**src/rtl/count_seq_pkg.sv**
```systemverilog
// Shared state encoding and default widths for the count sequencer.
package count_seq_pkg;

    localparam int DEF_WIDTH = 8;
    localparam int DEF_REP_W = 4;
    localparam int DEF_DIV_W = 4;

    typedef enum logic [1:0] {
        IDLE = 2'd0,
        LOAD = 2'd1,
        RUN  = 2'd2,
        DONE = 2'd3
    } state_t;

endpackage

```
**src/rtl/seq_count_core.sv**
```systemverilog
// Counter datapath for the sequencer: loadable, enabled up-counter with a limit match flag.
module seq_count_core #(
    parameter int WIDTH = 8
) (
    input  logic             clk,
    input  logic             rst_n,
    input  logic             ld,
    input  logic             en,
    input  logic [WIDTH-1:0] v,
    input  logic [WIDTH-1:0] limit,
    output logic [WIDTH-1:0] count,
    output logic             match
);

    // Load has priority over increment; the increment wraps modulo 2^WIDTH.
    always_ff @(posedge clk or negedge rst_n) begin
        if (!rst_n) begin
            count <= '0;
        end else if (ld) begin
            count <= v;
        end else if (en) begin
            count <= count + WIDTH'(1);
        end
    end

    assign match = (count == limit);

endmodule

```
**src/rtl/count_sequencer.sv**
```systemverilog
// Job-driven count sequencer: accepts start/limit/repeat jobs and runs the counter core.
// Optional prescaler enabled by defining CNT_SEQ_PRESCALE_EN.
module count_sequencer
    import count_seq_pkg::*;
#(
    parameter int WIDTH = DEF_WIDTH,
    parameter int REP_W = DEF_REP_W,
    parameter int DIV_W = DEF_DIV_W
) (
    input  logic             clk,
    input  logic             rst_n,
    input  logic             cmd_valid,
    output logic             cmd_ready,
    input  logic [WIDTH-1:0] cmd_start,
    input  logic [WIDTH-1:0] cmd_limit,
    input  logic [REP_W-1:0] cmd_reps,
    input  logic [DIV_W-1:0] cmd_div,
    input  logic             stop,
    output logic [WIDTH-1:0] count,
    output logic             busy,
    output logic             pass_done,
    output logic             done,
    output logic             aborted
);

    state_t           state;
    state_t           state_next;
    logic [WIDTH-1:0] start_r;
    logic [WIDTH-1:0] limit_r;
    logic [REP_W-1:0] passes_left;
    logic             accept;
    logic             tick;
    logic             match;
    logic             pass_end;
    logic             ld;
    logic             en;

    assign accept = (state == IDLE) && cmd_valid;

`ifdef CNT_SEQ_PRESCALE_EN
    logic [DIV_W-1:0] div_r;
    logic [DIV_W-1:0] presc;

    // Prescaler restarts from zero on every entry to RUN so each value holds div+1 clocks.
    always_ff @(posedge clk or negedge rst_n) begin
        if (!rst_n) begin
            div_r <= '0;
            presc <= '0;
        end else begin
            if (accept) begin
                div_r <= cmd_div;
            end
            if (state != RUN || presc == div_r) begin
                presc <= '0;
            end else begin
                presc <= presc + DIV_W'(1);
            end
        end
    end

    assign tick = (presc == div_r);
`else
    logic unused_div;
    assign unused_div = ^cmd_div;
    assign tick       = 1'b1;
`endif

    // passes_left of zero marks a continuous job and is never decremented.
    always_ff @(posedge clk or negedge rst_n) begin
        if (!rst_n) begin
            state       <= IDLE;
            start_r     <= '0;
            limit_r     <= '0;
            passes_left <= '0;
            aborted     <= 1'b0;
        end else begin
            state   <= state_next;
            aborted <= stop && (state != IDLE);
            if (accept) begin
                start_r     <= cmd_start;
                limit_r     <= cmd_limit;
                passes_left <= cmd_reps;
            end else if (pass_end && passes_left > REP_W'(1)) begin
                passes_left <= passes_left - REP_W'(1);
            end
        end
    end

    always_comb begin
        state_next = state;
        pass_end   = 1'b0;
        ld         = 1'b0;
        en         = 1'b0;
        case (state)
            IDLE: begin
                if (cmd_valid) begin
                    state_next = LOAD;
                end
            end
            LOAD: begin
                if (stop) begin
                    state_next = IDLE;
                end else begin
                    ld         = 1'b1;
                    state_next = RUN;
                end
            end
            RUN: begin
                // Stop outranks a coincident match, so no pass_done on an abort.
                if (stop) begin
                    state_next = IDLE;
                end else if (tick) begin
                    if (match) begin
                        pass_end   = 1'b1;
                        state_next = (passes_left == '0 || passes_left > REP_W'(1)) ? LOAD : DONE;
                    end else begin
                        en = 1'b1;
                    end
                end
            end
            DONE: begin
                state_next = IDLE;
            end
            default: begin
                state_next = IDLE;
            end
        endcase
    end

    assign cmd_ready = (state == IDLE);
    assign busy      = (state != IDLE);
    assign done      = (state == DONE);
    assign pass_done = pass_end;

    seq_count_core #(
        .WIDTH(WIDTH)
    ) u_core (
        .clk   (clk),
        .rst_n (rst_n),
        .ld    (ld),
        .en    (en),
        .v     (start_r),
        .limit (limit_r),
        .count (count),
        .match (match)
    );

endmodule
```
**config.mk**
```make
export PLATFORM = sky130hd
export DESIGN_NAME = count_sequencer
export DESIGN_NICKNAME = d
export VERILOG_FILES = /design/src/rtl/count_seq_pkg.sv /design/src/rtl/seq_count_core.sv /design/src/rtl/count_sequencer.sv
export SDC_FILE = /design/constraint.sdc
export NUM_CORES = 1
export LEC_CHECK = 0
export ABC_AREA = 1
export BUFFER_PORTS_ARGS = -buffer_cell sky130_fd_sc_hd__buf_2
export CAP_MARGIN = 20
export CORE_ASPECT_RATIO = 2
export CORE_UTILIZATION = 35
export DETAILED_ROUTE_END_ITERATION = 10
export RECOVER_POWER = 50
export SLEW_MARGIN = 20
export SYNTH_ARGS = -nofsm -noshare
export SYNTH_HDL_FRONTEND = slang
export SYNTH_SLANG_ARGS = --single-unit
```
**constraint.sdc**
```tcl
create_clock -name clk -period 1.6 [get_ports clk]
set_input_delay 0.32 -clock clk [delete_from_list [all_inputs] [get_ports clk]]
set_output_delay 0.32 -clock clk [all_outputs]
set_load 0.05 [all_outputs]
```
Word level (Yosys, flattened, before mapping):

Index checks and enable logic that the tools add are counted.

* flip-flop bits (word level): 31
* input bits: 28
* output and inout port bits: 13
* word-level logic and storage cells: 43

* add/subtract/negate cells: 2
* $lt $le $gt $ge: 1
* equality and inequality tests: 6
* mux-type cells: 18
* reduce and logical (&&, ||, !) cells: 10

Operator list (number)
* 8-bit 2-to-1 mux: 2
* 2-bit 2-to-1 mux: 5
* 8-bit by 1-bit adder with 8-bit output, second input constant: 1
* 8-bit == test: 1
* 1-bit 2-to-1 mux: 8
* 4-bit 2-to-1 mux: 2
* 2-bit case mux with 4 select lines: 1
* 2-bit nonzero test: 3
* 2-bit == test, second input constant: 2
* 4-bit by 1-bit greater-than comparator with 1-bit output, second input constant: 1
* 4-bit zero test: 1
* 4-bit by 1-bit subtractor with 4-bit output, second input constant: 1
* 1-bit logical AND: 3
* 3-bit != test, second input constant: 1
* 2-bit by 1-bit == test with 1-bit output, second input constant: 1
* 2-bit zero test: 1
* 2-bit != test, second input constant: 1
* 2-bit AND reduction: 1
* 1-bit logical OR: 1

Logic depth before layout (Yosys ltp):

Gate-level depths: netlist of run 1.

* depth in word-level cells: 7
* mapped depth: 11
* gate-level depth less buffers: 10

Hierarchy:

From an unflattened synthesis of run 1, not the netlist that was laid out.

* cell total of the unflattened synthesis: 229
* area, all modules: 1740.4 µm²

By module, submodules not included
* count_sequencer: instances 1, cells an instance 137, area an instance 1098.6 µm², seq. area each 575.6 µm²
* seq_count_core: instances 1, cells an instance 92, area an instance 641.9 µm², seq. area each 200.2 µm²

Least setup slack after synthesis of run 1:

No wires, ideal clock.

* path type: reg2out
* start point: register u_core.count[5]
* end point: output port pass_done
* arrival: 1.901 ns
* data required time: 1.280 ns
* slack: -0.621 ns
* stages on the path, launching flop included: 8
* buffers on the path: 1
* cells stage by stage: dfrtp_1 > buf_2 > nand2_1 > nand2_1 > nand2_1 > nor2_4 > nand2_4 > nor2_1

* cells in the longest elaborated chain, start to end: 4

Ends and longest elaborated chain
* from (decl): line seq_count_core.sv:11 `output logic [WIDTH-1:0] count,`
* from (signal assigned): line seq_count_core.sv:20 `count <= v;`
* from (signal assigned): line seq_count_core.sv:22 `count <= count + WIDTH'(1);`
* 8-bit == test: line seq_count_core.sv:26 `assign match = (count == limit);`
* 1-bit 2-to-1 mux: line count_sequencer.sv:113 `if (match) begin`
* 1-bit 2-to-1 mux: line count_sequencer.sv:110 `if (stop) begin`
* 1-bit 2-to-1 mux: line count_sequencer.sv:94 `case (state)`
* to (decl): line count_sequencer.sv:21 `output logic pass_done,`

Every way passes these cells.

Worst setup path after layout of run 1:

* start point: register u_core.count[2]
* end point: output port pass_done

Same word-level chain as after synthesis.

==> results.md, run 1 <==
Status:
- The flow ran to the end, but the final reports show violations.
- The final reports fail on negative setup slack.

Timing:
- The final-report hold violation count is 0.
- The remaining max-slew budget at the tightest pin is 35.75%.
- At the pin with the least slew margin, the transition time is 0.9637 ns.
- Setup violations remaining at the end of the flow were counted as 1.
- The final period demand of the worst path is 1.759 ns.
- For the final routed database, the setup TNS stands at -0.1587 ns.
- Once routing completed, OpenROAD measured the worst setup slack at -0.1587 ns.
- The achievable clock frequency is 0.5686 GHz.
- The final number of max-transition violations came to 0.
- The setup skew after layout is 0.009826 ns.
- The final critical path takes up 109.9% of the cycle.
- Setup repair after global routing could not meet its margin everywhere.

Placement:
- The total of buffers placed on input and output ports is 36.
- The HPWL reported at the end of detailed placement is 3.074 mm.
- The post-placement cell area is 2090 um^2.
- At the end of routability-driven placement, the weighted congestion stood at 0.8807.

Global routing:
- The overall overflow remaining after global route is 0.
- Entering global routing, the biggest net connects 20 pins.
- The number of antenna violations at the first check in global routing was 0.
- For this run, the total global-route usage over all layers was measured as 16.69%.
- The number of global-route vias before repair is 1453.
- The first global-routing pass estimated 6.313 mm of wire.

Synth:
- The number of nets in the synthesized netlist is 231.
- The number of flip-flops and latches in the synthesized netlist is 31.
- Each instance of the synthesized netlist takes up on average 8.614 um^2.
- Counting every instance in the synthesized netlist gives 199.
- The distinct cell type count after synthesis is 27.
- Summing every instance area after synthesis gives 1714 um^2.
- The number of synthesis warnings is 0.
- Sequential elements use 45.26% of the synthesized area.

Cells and area:
- The final-stage net count is 290.
- After filler insertion, the fill cell instance count of the layout stands at 481.
- The area overhead of the layout relative to synthesis is 34.38%.
- The repair_antennas step left the layout with diodes totalling 0.
- After routing the design area is 2303 um^2.
- Of the cells placed in the final design, the portion with a size suffix greater than 1 is 35.52%.

Pwr:
- Summed over all nets, the switching power comes to 2.172 mW.
- The static leakage power is 1.176 nW.
- Dividing total power by cell area gives a power density of 2157 nW/um^2.
- Across the VDD grid, the largest voltage drop is 0.9763 mV.
- The fraction of power consumed by sequential logic is 29.9%.
- Per report_power, the clock group accounts for 18.5% of the total.
- The fraction of power spent switching nets is 43.71%.
- Per report_power, the combinational group accounts for 51.6% of the total.
- The internal power of the cells totals 2.797 mW.

Critical path:
- The register-to-register setup slack is 0.09 ns.
- Of all nets on the critical path, the largest fanout is 2.
- The cell depth of the worst flop-to-flop path is 4.
- The type of element capturing the critical path is an output pin.
- Data arrives at the worst endpoint at 1.44 ns.
- The cell with the most instances on the worst path is nor2_4.
- Broken down by cell family, the worst path's largest delay share belongs to flip-flops.
- The critical-path cell with the highest stage delay is dfrtp_2.
- The kind of start point of the critical path is a flop.
- The delay of the slowest critical-path stage is 0.42 ns.
- The number of stages on the worst setup path is 6.
- Together, buffers and inverters on the worst path number 1.
- The signal on the critical path passes through xnor2_2 > nand2_2 > nor2_4 > nand2_4 > nor2_4 > buf_8.
- At the worst endpoint, the required time is 1.28 ns.
- The critical path is of the flop to output pin type.

Clock network:
- The cell sitting at the root of the clock tree is a clkbuf_8.
- The clock passes through at most 2 buffers.
- The clock drives 31 sinks.
- The clock latency at the later pin of the worst-skew pair is 0.29 ns.
- The number of buffers inserted during clock tree synthesis is 5.
- The TritonCTS clock tree is built.
- The H-tree was split into 2 levels.
- After clock tree synthesis, the clock-pin slew on the worst setup and hold paths is 0.07 ns.

Hold path:
- Along the worst hold path, the cell count comes to 2.
- The min-delay analysis places its worst path in the category primary input to flop.

Die:
- The floorplan has 35 rows.
- For this configuration, the core starts out at a cell density of 36.93%.
- The area enclosed by the die boundary is 5198 um^2.
- 41 I/O pins were placed.
- The die extent in y is 101.0 um.
- The core box area is 4642 um^2.
- The horizontal die dimension is 51.49 um.

Job:
- Across the run, the number of max-cap violations was 0.

Drt:
- The post-detailed-route DRC marker count is 0.
- The first detailed-routing pass ran for 4 iterations.
- The post-detailed-routing wire length is 3.821 mm.
- The count of nets left with antenna violations once routing finished came out at 0.
- The per-cell via count in the routed design is 4.809.
- For this block, the via count after detailed routing is 1510.
- In the final routed layout, each cell accounts on average for 12.17 um.
- In this run, the number of DRC markers left after iteration 0 of detailed routing was 29.
-- path summary, 6_finish.rpt --
path                                  from          to
min reg2reg                     start_r[6]  start_r[6]
min                           cmd_start[3]  start_r[3]
min in group asynchronous            rst_n  start_r[0]
max in group asynchronous            rst_n    state[0]
max                        u_core.count[2]   pass_done
max reg2reg                       state[0]  start_r[7]
-- metrics by stage --
stage	worst slack [ns]	hold slack [ns]	cells	total power [mW]	utilization, %
after CTS	-0.2169	0.2369	314	4.935	49.03
after detailed placement	-0.04889	0.2692	304	3.936	45.01
final	-0.1587	0.2361	314	4.969	49.62
after global placement	-0.06458	0.2735	304	3.879	45.01
after floorplan	-0.08927	0.02441	199	3.254	-
after global routing	-0.2170	0.2370	314	5.334	49.62
-- cell usage in the layout (no fill, tap or decap) --
master	n
clkbuf_8	5
buf_2	31
nand2_1	51
nor3_4	1
nand4_1	4
o311ai_1	1
nand2_2	4
buf_6	2
dfrtp_2	9
xnor2_2	3
mux2_2	2
o21ai_0	1
nor2_4	4
nand2_4	1
xor2_1	3
nand4_2	1
ha_1	4
nand2_8	1
or2_2	1
inv_2	3
buf_4	19
clkbuf_1	5
o21ai_2	1
mux2_1	11
bufinv_16	2
nand3_1	25
nand3_2	1
dfrtp_1	22
o21bai_1	1
inv_1	16
buf_8	1
nor2_1	13
nor3_1	1
a21oi_1	6
o21ai_1	2
dlygate4sd3_1	1
-- kinds of logic after synthesis --
kind of cell	count (synthesis)	share of synthesized area (%)
AND/OR/NAND/NOR	108	29.78
flip-flops	31	45.26
buffers and inverters	25	6.569
multiplexers	13	8.540
AO/OA/AOI/OAI	12	3.869
XOR/XNOR	6	3.066
adder cells (fa/ha/maj)	4	2.920
-- worst register-to-register path: stages (launching register included) --
cell	delay, ns
dfrtp_2	0.45
nor2_4	0.18
nand2_1	0.17
clkbuf_1	0.24
mux2_1	0.35
-- timing repair --
item	4_1_cts	5_1_grt
setup endpoints to repair	5	16
hold endpoints to repair	17	0
gates resized for setup	10	10
cloned	0	0
hold buffers	1	0
pin swaps	4	4
buffers inserted	1	1
-- registers in the layout (all words and copies together), names as in the netlist --
name          cells
limit_r           8
start_r           8
u_core.count      8
passes_left       4
state             2
aborted           1
-- synthesized netlist by cell type --
cell type	n	area [um^2]
nand2_1	53	198.9
dfrtp_1	31	775.7
nand3_1	26	130.1
inv_1	16	60.06
nor2_1	14	52.55
mux2_1	11	123.9
a21oi_1	6	30.03
ha_1	4	50.05
nand4_1	4	25.02
buf_2	3	15.01
inv_2	3	11.26
nand2_2	3	18.77
nor2_4	3	33.78
xnor2_1	3	26.28
xor2_1	3	26.28
buf_4	2	15.01
mux2_2	2	22.52
o21ai_0	2	10.01
o21ai_1	2	10.01
buf_6	1	11.26
nand2_4	1	11.26
nand4_2	1	12.51
nor3_1	1	5.000
nor3_4	1	16.27
o21bai_1	1	7.510
o311ai_1	1	8.760
or2_2	1	6.260
-- power by group through the flow --
stage | combinational (mW) | sequential [mW] | clock (mW)
floorplan | 1.45 | 1.80 | 0
global placement | 2.41 | 1.46 | 0
detailed placement | 2.46 | 1.48 | 0
CTS | 2.53 | 1.47 | 0.935
global route | 2.84 | 1.53 | 0.970
finish | 2.56 | 1.49 | 0.920
-- area by class of cell --
| type | instances | area, um^2 | share of cell area (%) |
|---|---|---|---|
| clock inverter | 2 | 60.06 | 2.607 |
| timing repair buffer | 58 | 360.3 | 15.64 |
| multi-input combinational | 143 | 883.3 | 38.35 |
| clock buffer | 6 | 72.57 | 3.150 |
| sequential | 31 | 787.0 | 34.17 |
| tap | 55 | 68.82 | 2.988 |
| inverter | 19 | 71.32 | 3.096 |
-- metal layers --
metal	wire length [um]	track usage, %	up-vias
li1	-	-	764
met1	1424	16.11	718
met2	2191	31.77	23
met3	127	3.922	5
met4	77	7.277	0
met5	0	0	-
Note: power is estimated with default switching activity, not from simulation.
==> inputs of run 2 (changes only) <==
Settings changed: ABC_AREA 1 to unset.
==> results.md, run 2 <==
Status:
- The run finished, with violations left.
- The checks that failed: negative setup slack.

Placement:
- The placed instance count came to 263 (-13%).
- The total of buffers placed on input and output ports is 36 (unchanged).
- The routability-driven placement congestion ratio is 0.8747 (-0.68%).
- The post-placement cell area was 2143 um^2 (+2.6%).
- The HPWL reported at the end of detailed placement was 3.147 mm (+2.4%).

Cells and area:
- The post-route cell area is 2306 um^2 (+0.11%).
- The final antenna diode count was 0 (unchanged).
- The final-stage net count is 251 (-13%).
- The fraction of final layout cells sized beyond drive strength 1 is 53.18% (+18 points).
- The most common cell after layout, fill and taps aside is buf_2.
- The largest registers in the layout are limit_r (8), start_r (8), u_core.count (8).
- The top cell types in the final layout, fill and taps aside, are 34 x buf_2, 33 x buf_4, 23 x dfrtp_1, 17 x nand2_1, 13 x mux2_4.
- The area overhead of the layout relative to synthesis is 42.21%.
- The core occupancy in the finished layout is 52.63% (+3.0 points).
- The final instance count without filler cells is 274 (-13%).

Synth:
- The area fraction of the dominant cell type after synthesis is 47.84% (+2.6 points).
- Ranked by instance count, the synthesized netlist is headed by 31 x dfrtp_1, 18 x nand2_1, 17 x mux2_2.
- The count of flip-flops with a built-in enable after synthesis is 0 (unchanged).
- The main combinational cell family by area after synthesis is simple AND/OR/NAND/NOR gates.
- Yosys instantiated no cell more often than dfrtp_1.
- The distinct cell type count after synthesis is 33 (+22%).
- The parity-gate share of the synthesized area counting xor and xnor cells was 7.022% (+4.0 points).
- The share of cell area taken by muxes after synthesis is 13.04% (+4.5 points).
- The basic-gate share of the synthesized area counting and, or, nand and nor cells is 17.36% (-12 points).
- The fraction of synthesis flops using an asynchronous set or reset pin is 100.0% (unchanged).
- The synthesized instance count came to 147 (-26%).
- The average cell area after synthesis came to 11.03 um^2 (+28%).
- The most common flop cell mapped by yosys is dfrtp_1.
- The net count after synthesis is 179 (-23%).
- The area of the mapped netlist is 1622 um^2 (-5.4%).
- The compound-cell area share of the yosys netlist is 8.796% (+4.9 points).
- In the post-synthesis netlist, the biggest area contributors are dfrtp_1 48%, mux2_2 12%, xor2_1 5.4%, nand2_1 4.2%, ha_1 3.1%.
- The number of flip-flops and latches in the synthesized netlist was 31 (unchanged).
- The adder-cell share of the synthesized area is 3.086% (+0.17 points).
- The number of synthesis warnings was 0 (unchanged).
- The cell type with the highest aggregate area in the netlist is dfrtp_1.
- The share of synthesized area occupied by flip-flops and latches is 47.84% (+2.6 points).

Clock network:
- The H-tree depth is 2 (unchanged).
- CTS placed an instance of clkbuf_8 at the clock tree root.
- The number of buffers inserted during clock tree synthesis is 5 (unchanged).
- The count of clock tree sinks was 31 (unchanged).
- TritonCTS built the clock tree.
- The clock transition at the registers of the reported paths is 0.06 ns (about the same).
- The clock latency at the later pin of the worst-skew pair came to 0.28 ns (about the same).
- The maximum buffer depth of the clock tree came to 2 (unchanged).

Global routing:
- The global-route usage over all layers is 19.56% (+2.9 points).
- The number of global-route vias before repair is 1536 (+5.7%).
- The met2 global-route usage came to 35.49% (+3.7 points).
- The maximum number of pins on one net before global-route repair was 32 (+60%).
- The global routing usage on met1 is 19.27% (+3.2 points).
- The overall overflow remaining after global route came to 0 (unchanged).
- After global routing, the most crowded layer is met2.
- The number of antenna violations at the first check in global routing came to 0 (unchanged).
- The routing usage on met3 came to 3.894% (-0.027 points).
- The wire length of the first global-routing pass is 7.203 mm (+14%).

Critical path:
- The setup path with the least slack is of type flop to output pin.
- The delay of the slowest critical-path stage was 0.41 ns (about the same).
- The cell class contributing the biggest share of worst-path delay is simple AND/OR/NAND/NOR gates.
- The signal on the critical path passes through xor2_1 > nor4_4 > nand2_2 > nor2_4 > buf_8.
- The largest fanout of any net on the critical path came to 2 (unchanged).
- The data required time at the worst endpoint is 1.28 ns (about the same).
- The cell depth of the worst flop-to-flop path is 7 (+3).
- The number of buffers and inverters on the critical path came to 1 (unchanged).
- The arrival time at the worst endpoint was 1.60 ns (+0.16 ns).
- The worst setup path is launched from a flop.
- The number of stages on the worst setup path is 5 (-1).
- The type of element capturing the critical path is an output pin.
- The largest individual stage delay along the critical path comes from the cell dfrtp_2.

Hold path:
- The class of the tightest hold or removal check is primary input to asynchronous set/reset pin.

Die:
- The horizontal die dimension came to 50.13 um (-2.6%).
- The starting density of the core is 37.01% (+0.080 points).
- The area enclosed by the die boundary came to 4926 um^2 (-5.2%).
- The core box area is 4382 um^2 (-5.6%).
- The top-level I/O count is 41 (unchanged).
- The die extent in y is 98.26 um (-2.7%).
- The number of core rows came to 34 (-2.9%).

Timing:
- The setup skew after layout is 0.006079 ns (-0.003747 ns).
- The transition time at the pin with the least slew margin came to 0.8000 ns (-0.1637 ns).
- Setup repair after global routing could not meet its margin everywhere.
- The remaining max-slew budget at the tightest pin is 46.67% (+11 points).
- The achievable clock frequency is 0.5216 GHz (-8.3%).
- The final worst-path setup slack is -0.3171 ns (-0.1585 ns).
- The final period utilization is 119.8% (+9.9 points).
- The final period demand of the worst path was 1.917 ns (+0.1585 ns).
- The count of final setup violators is 13 (+12).
- The worst hold slack came to 0.1986 ns (-0.03749 ns).
- The final number of max-transition violations is 0 (unchanged).
- The final-report hold violation count is 0 (unchanged).

Drt:
- The number of design-rule violations left by the first detailed-router iteration is 18 (-38%).
- The total via count in the routed design is 1384 (-8.3%).
- The number of detailed-routing iterations run before antenna repair came to 4 (unchanged).
- The per-cell via count in the routed design was 5.051 (+5.0%).
- The post-detailed-routing wire length is 4.395 mm (+15%).
- The average wire per standard cell is 16.04 um (+32%).
- The post-detailed-route DRC marker count is 0 (unchanged).
- The number of nets with antenna violations after detailed routing came to 0 (unchanged).

Pwr:
- The switching power total is 1.638 mW (-25%).
- The fraction of power consumed by sequential logic is 32.8% (+2.9 points).
- The power share of the clock group was 15.6% (-2.9 points).
- The fraction of power spent switching nets is 42.88% (-0.83 points).
- The power density over cell area is 1656 nW/um^2 (-23%).
- The share of total power in combinational logic is 51.5% (about the same).
- The internal portion of total power was 2.182 mW (-22%).
- The static leakage power is 1.089 nW (-7.5%).
- The maximum VDD drop came to 0.9503 mV (-2.7%).
- The total power of the final layout is 3.820 mW (-23%).

Job:
- The max-capacitance violation count was 0 (unchanged).
==> run 2: through the flow <==
| step | setup WS [ns] | TNS [ns] |
|---|---|---|
| 6_report | -0.3171 | -1.971 |
| 5_1_grt | -0.4286 | -3.518 |
| 4_1_cts | -0.3434 | -2.386 |
| 3_5_place_dp | -0.2260 | -1.945 |
| 3_3_place_gp | -0.2009 | -1.510 |
| 2_1_floorplan | -0.3626 | -3.404 |
==> run 2: cells by family (layout without fill, tap and decap cells) <==
family	Yosys count	count (layout)
AO/OA/AOI/OAI	21	21
XOR/XNOR	13	13
adder cells (fa/ha/maj)	4	4
buffers and inverters	8	80
flip-flops	31	31
multiplexers	19	19
AND/OR/NAND/NOR	51	52
==> run 2: repair_timing <==
item	in CTS	in global routing
hold buffers	0	0
gates cloned	0	1
setup buffers	2	0
endpoints found under the setup margin	12	17
resized for setup	8	10
pin swaps	8	3
==> run 2: worst register-to-register path: cells and delay by family, from the launching register on <==
family / cells / cell delay [ns]
xor gates and xnor gates: 1 / 0.19
buffers and inverters: 2 / 0.32
and+or+nand+nor: 2 / 0.44
DFF: 1 / 0.41
muxes: 2 / 0.38
==> run 2: path summary, 6_finish.rpt <==
check / slack (ns) / startpoint / endpoint
max: -0.32 / u_core.count[5] / pass_done
min: 0.20 / rst_n / aborted
max reg2reg: -0.24 / u_core.count[5] / passes_left[1]
min reg2reg: 0.52 / start_r[2] / start_r[2]
max in group asynchronous: 0.84 / rst_n / u_core.count[4]
min in group clk: 0.25 / cmd_reps[2] / passes_left[2]
==> run 2: power groups by stage <==
stage | clock, mW | combinational, mW | sequential [mW]
after floorplan | 0 | 0.818 | 1.65
after global placement | 0 | 1.81 | 1.24
after detailed placement | 0 | 1.88 | 1.25
after CTS | 0.617 | 1.95 | 1.25
after global routing | 0.650 | 2.12 | 1.29
final | 0.598 | 1.97 | 1.25
==> run 2: layout make-up <==
cell class	count	area, um^2
sequential	31	785.8
fill	420	2076
tap	54	67.56
inverter	3	11.26
clock inverter	1	5.005
multi-input combinational	109	922.1
timing repair buffer	69	437.9
clock buffer	7	76.32
==> run 2: layer usage <==
metal / wire (um) / part of all wire (%) / vias up
met5: 0 / 0 / -
met4: 204 / 4.6 / 0
met3: 124 / 2.8 / 15
met2: 2501 / 57 / 35
met1: 1564 / 36 / 674
li1: - / - / 660
==> inputs of run 3 (changes only) <==
Settings changed: CELL_PAD_IN_SITES_DETAIL_PLACEMENT set to 2, CELL_PAD_IN_SITES_GLOBAL_PLACEMENT set to 2, CORE_UTILIZATION 35 to 33, PLACE_DENSITY_LB_ADDON set to 0.1.
==> results.md, run 3 (synthesis gave the netlist of run 2 again) <==
Placement:
- The total of buffers placed on input and output ports was 36 (unchanged).
- The post-placement cell area was 2155 um^2 (+0.53%).
- The routability-driven placement congestion ratio is 0.7412 (-15%).
- The HPWL reported at the end of detailed placement is 3.471 mm (+10%).
- The worst setup slack before clock tree synthesis is -0.3309 ns (-0.1049 ns).

Hold path:
- The worst hold path belongs to the class primary input to asynchronous set/reset pin.

Die:
- The die extent in y is 101.1 um (+2.9%).
- The top-level I/O count was 41 (unchanged).
- The area enclosed by the die boundary is 5215 um^2 (+5.9%).
- The number of core rows is 35 (+2.9%).
- The core box area is 4642 um^2 (+5.9%).
- The horizontal die dimension is 51.57 um (+2.9%).
- The starting density of the core is 34.93% (-2.1 points).

Cells and area:
- The largest registers in the layout are limit_r (8), start_r (8), u_core.count (8).
- The fraction of final layout cells sized beyond drive strength 1 is 56.31% (+3.1 points).
- The final-stage net count is 253 (+0.80%).
- The library cell used most frequently in the layout, excluding fill and tap cells, is buf_2.
- The post-route cell area was 2442 um^2 (+5.9%).
- Leaving out fill and tap cells, the most frequent cells in the layout are 34 x buf_2, 27 x buf_4, 23 x dfrtp_1, 17 x nand2_1, 13 x mux2_4.
- The area overhead of the layout relative to synthesis is 50.62%.
- The core occupancy in the finished layout is 52.61% (about the same).
- The fill cell total of the finished layout is 507 (+21%).
- The final antenna diode count is 0 (unchanged).

Global routing:
- The maximum number of pins on one net before global-route repair was 32 (unchanged).
- The wire length of the first global-routing pass is 7.734 mm (+7.4%).
- The number of antenna violations at the first check in global routing is 0 (unchanged).
- The global-route usage over all layers is 20.71% (+1.1 points).
- The number of global-route vias before repair was 1561 (+1.6%).
- The overall overflow remaining after global route is 0 (unchanged).

Drt:
- The average wire per standard cell is 19.50 um (+22%).
- The per-cell via count in the routed design is 5.166 (+2.3%).
- The number of design-rule violations left by the first detailed-router iteration is 14 (-4).
- The number of detailed-routing iterations run before antenna repair was 3 (-1).
- The number of nets with antenna violations after detailed routing is 0 (unchanged).
- The post-detailed-routing wire length came to 5.402 mm (+23%).
- The post-detailed-route DRC marker count came to 0 (unchanged).
- The total via count in the routed design was 1431 (+3.4%).

Critical path:
- The delay of the slowest critical-path stage is 0.42 ns (about the same).
- The data required time at the worst endpoint came to 1.28 ns (about the same).
- The number of buffers and inverters on the critical path came to 2 (+1).
- STA classifies the critical path startpoint as a flop.
- The arrival time at the worst endpoint is 1.66 ns (+0.06 ns).
- On the critical path the largest part of the delay comes from simple AND/OR/NAND/NOR gates.
- The largest fanout of any net on the critical path is 4 (+2).
- The signal on the critical path passes through xor2_1 > nor4_4 > buf_6 > nand2_4 > nor2_4 > buf_6.
- The critical path class is flop to output pin.
- The critical-path cell with the highest stage delay is dfrtp_2.
- The type of element capturing the critical path is an output pin.
- In this design, the critical path's most frequently occurring cell is buf_6.

Timing:
- The final period utilization is 123.5% (+3.7 points).
- The final worst-path setup slack came to -0.3763 ns (-0.05921 ns).
- The remaining max-slew budget at the tightest pin is 44.05% (-2.6 points).
- The final period demand of the worst path is 1.976 ns (+0.05921 ns).
- The total negative setup slack is -2.736 ns (-0.7659 ns).
- Setup repair after global routing could not meet its margin everywhere.
- The count of final setup violators is 15 (+2).
- The transition time at the pin with the least slew margin came to 0.8393 ns (+0.03932 ns).
- The final number of max-transition violations is 0 (unchanged).
- The setup skew after layout came to 0.007651 ns (+0.001572 ns).
- The achievable clock frequency is 0.5060 GHz (-3.0%).
- The final-report hold violation count is 0 (unchanged).

Clock network:
- The count of clock tree sinks was 31 (unchanged).
- The TritonCTS clock tree is built.
- The clock latency at the later pin of the worst-skew pair is 0.28 ns (about the same).
- The maximum buffer depth of the clock tree is 2 (unchanged).
- The number of buffers inserted during clock tree synthesis was 5 (unchanged).
- The H-tree depth is 2 (unchanged).
- The clock transition at the registers of the reported paths is 0.07 ns (about the same).
- The root cell of the clock tree is clkbuf_8.

Pwr:
- The maximum VDD drop is 0.8273 mV (-13%).
- The internal portion of total power is 2.385 mW (+9.3%).
- The fraction of power consumed by sequential logic was 30.8% (-2.0 points).
- The share of total power in combinational logic is 52.5% (+1.0 points).
- The power share of the clock group is 16.7% (+1.1 points).
- The power density over cell area is 1720 nW/um^2 (+3.8%).
- The static leakage power is 1.144 nW (+5.1%).
- The switching power total is 1.815 mW (+11%).
- The fraction of power spent switching nets is 43.21% (+0.33 points).
- The total power of the final layout is 4.200 mW (+9.9%).

Job:
- The max-capacitance violation count came to 0 (unchanged).

Status:
- The flow ran to the end, but the final reports show violations.
- The final reports fail on negative setup slack.
## run 3: changes by cell type in the layout (fill, tap and decap cells not counted), sizes merged
cell	change
and2	-1
clkinv	-1
clkbuf	+2
buf	+2
## run 3: layout make-up
type                            instances  area, um^2  share of cell area [%]
Multi-Input combinational cell        108       972.2                   39.81
Clock buffer                            8       100.1                   4.098
Sequential cell                        31       785.8                   32.17
Inverter                                3       11.26                  0.4611
Timing Repair Buffer                   72       504.2                   20.65
Tap cell                               55       68.82                   2.818
## run 3: power by group through the flow
stage	Clock, mW	Sequential (mW)	Combinational, mW
2_1_floorplan	0	1.65	0.818
3_5_place_dp	0	1.26	1.91
5_1_grt	0.749	1.32	2.35
4_1_cts	0.718	1.26	2.05
3_3_place_gp	0	1.24	1.85
6_report	0.701	1.29	2.21
## run 3: per-stage QoR
step	instances	hold slack, ns
after floorplan	147	0.02441
after global placement	262	0.3618
after detailed placement	262	0.3747
after CTS	273	0.06870
after global routing	277	0.2615
final	277	0.2092
## run 3: worst paths after layout
kind	from	to	slack (ns)	depth (start not counted)
max reg2reg	u_core.count[1]	u_core.count[2]	-0.27	8
min in group clk	cmd_reps[3]	passes_left[3]	0.25	3
max in group asynchronous	rst_n	u_core.count[0]	0.80	2
min reg2reg	start_r[4]	u_core.count[4]	0.53	2
max	u_core.count[5]	pass_done	-0.38	6
min	rst_n	limit_r[6]	0.21	2
## run 3: worst register-to-register path, stage by stage, from the launching register on
cell and delay (ns):
dfrtp_2 0.43, xor2_2 0.19, nor4_4 0.33, buf_4 0.21
buf_6 0.13, buf_6 0.11, a21oi_4 0.05, xnor2_2 0.13
o21ai_1 0.19
## run 3: layer usage
metal	GRT usage, %	vias up	share of wire (%)
li1	-	662	-
met1	18.98	735	36
met2	42.26	26	60
met3	3.604	8	2.0
met4	7.484	0	1.8
met5	0	-	0
## run 3: timing repair
item | CTS | global route
pin swaps | 9 | 10
endpoints found under the setup margin | 15 | 15
resized for setup | 19 | 12
setup buffers | 3 | 4
hold buffers | 0 | 0
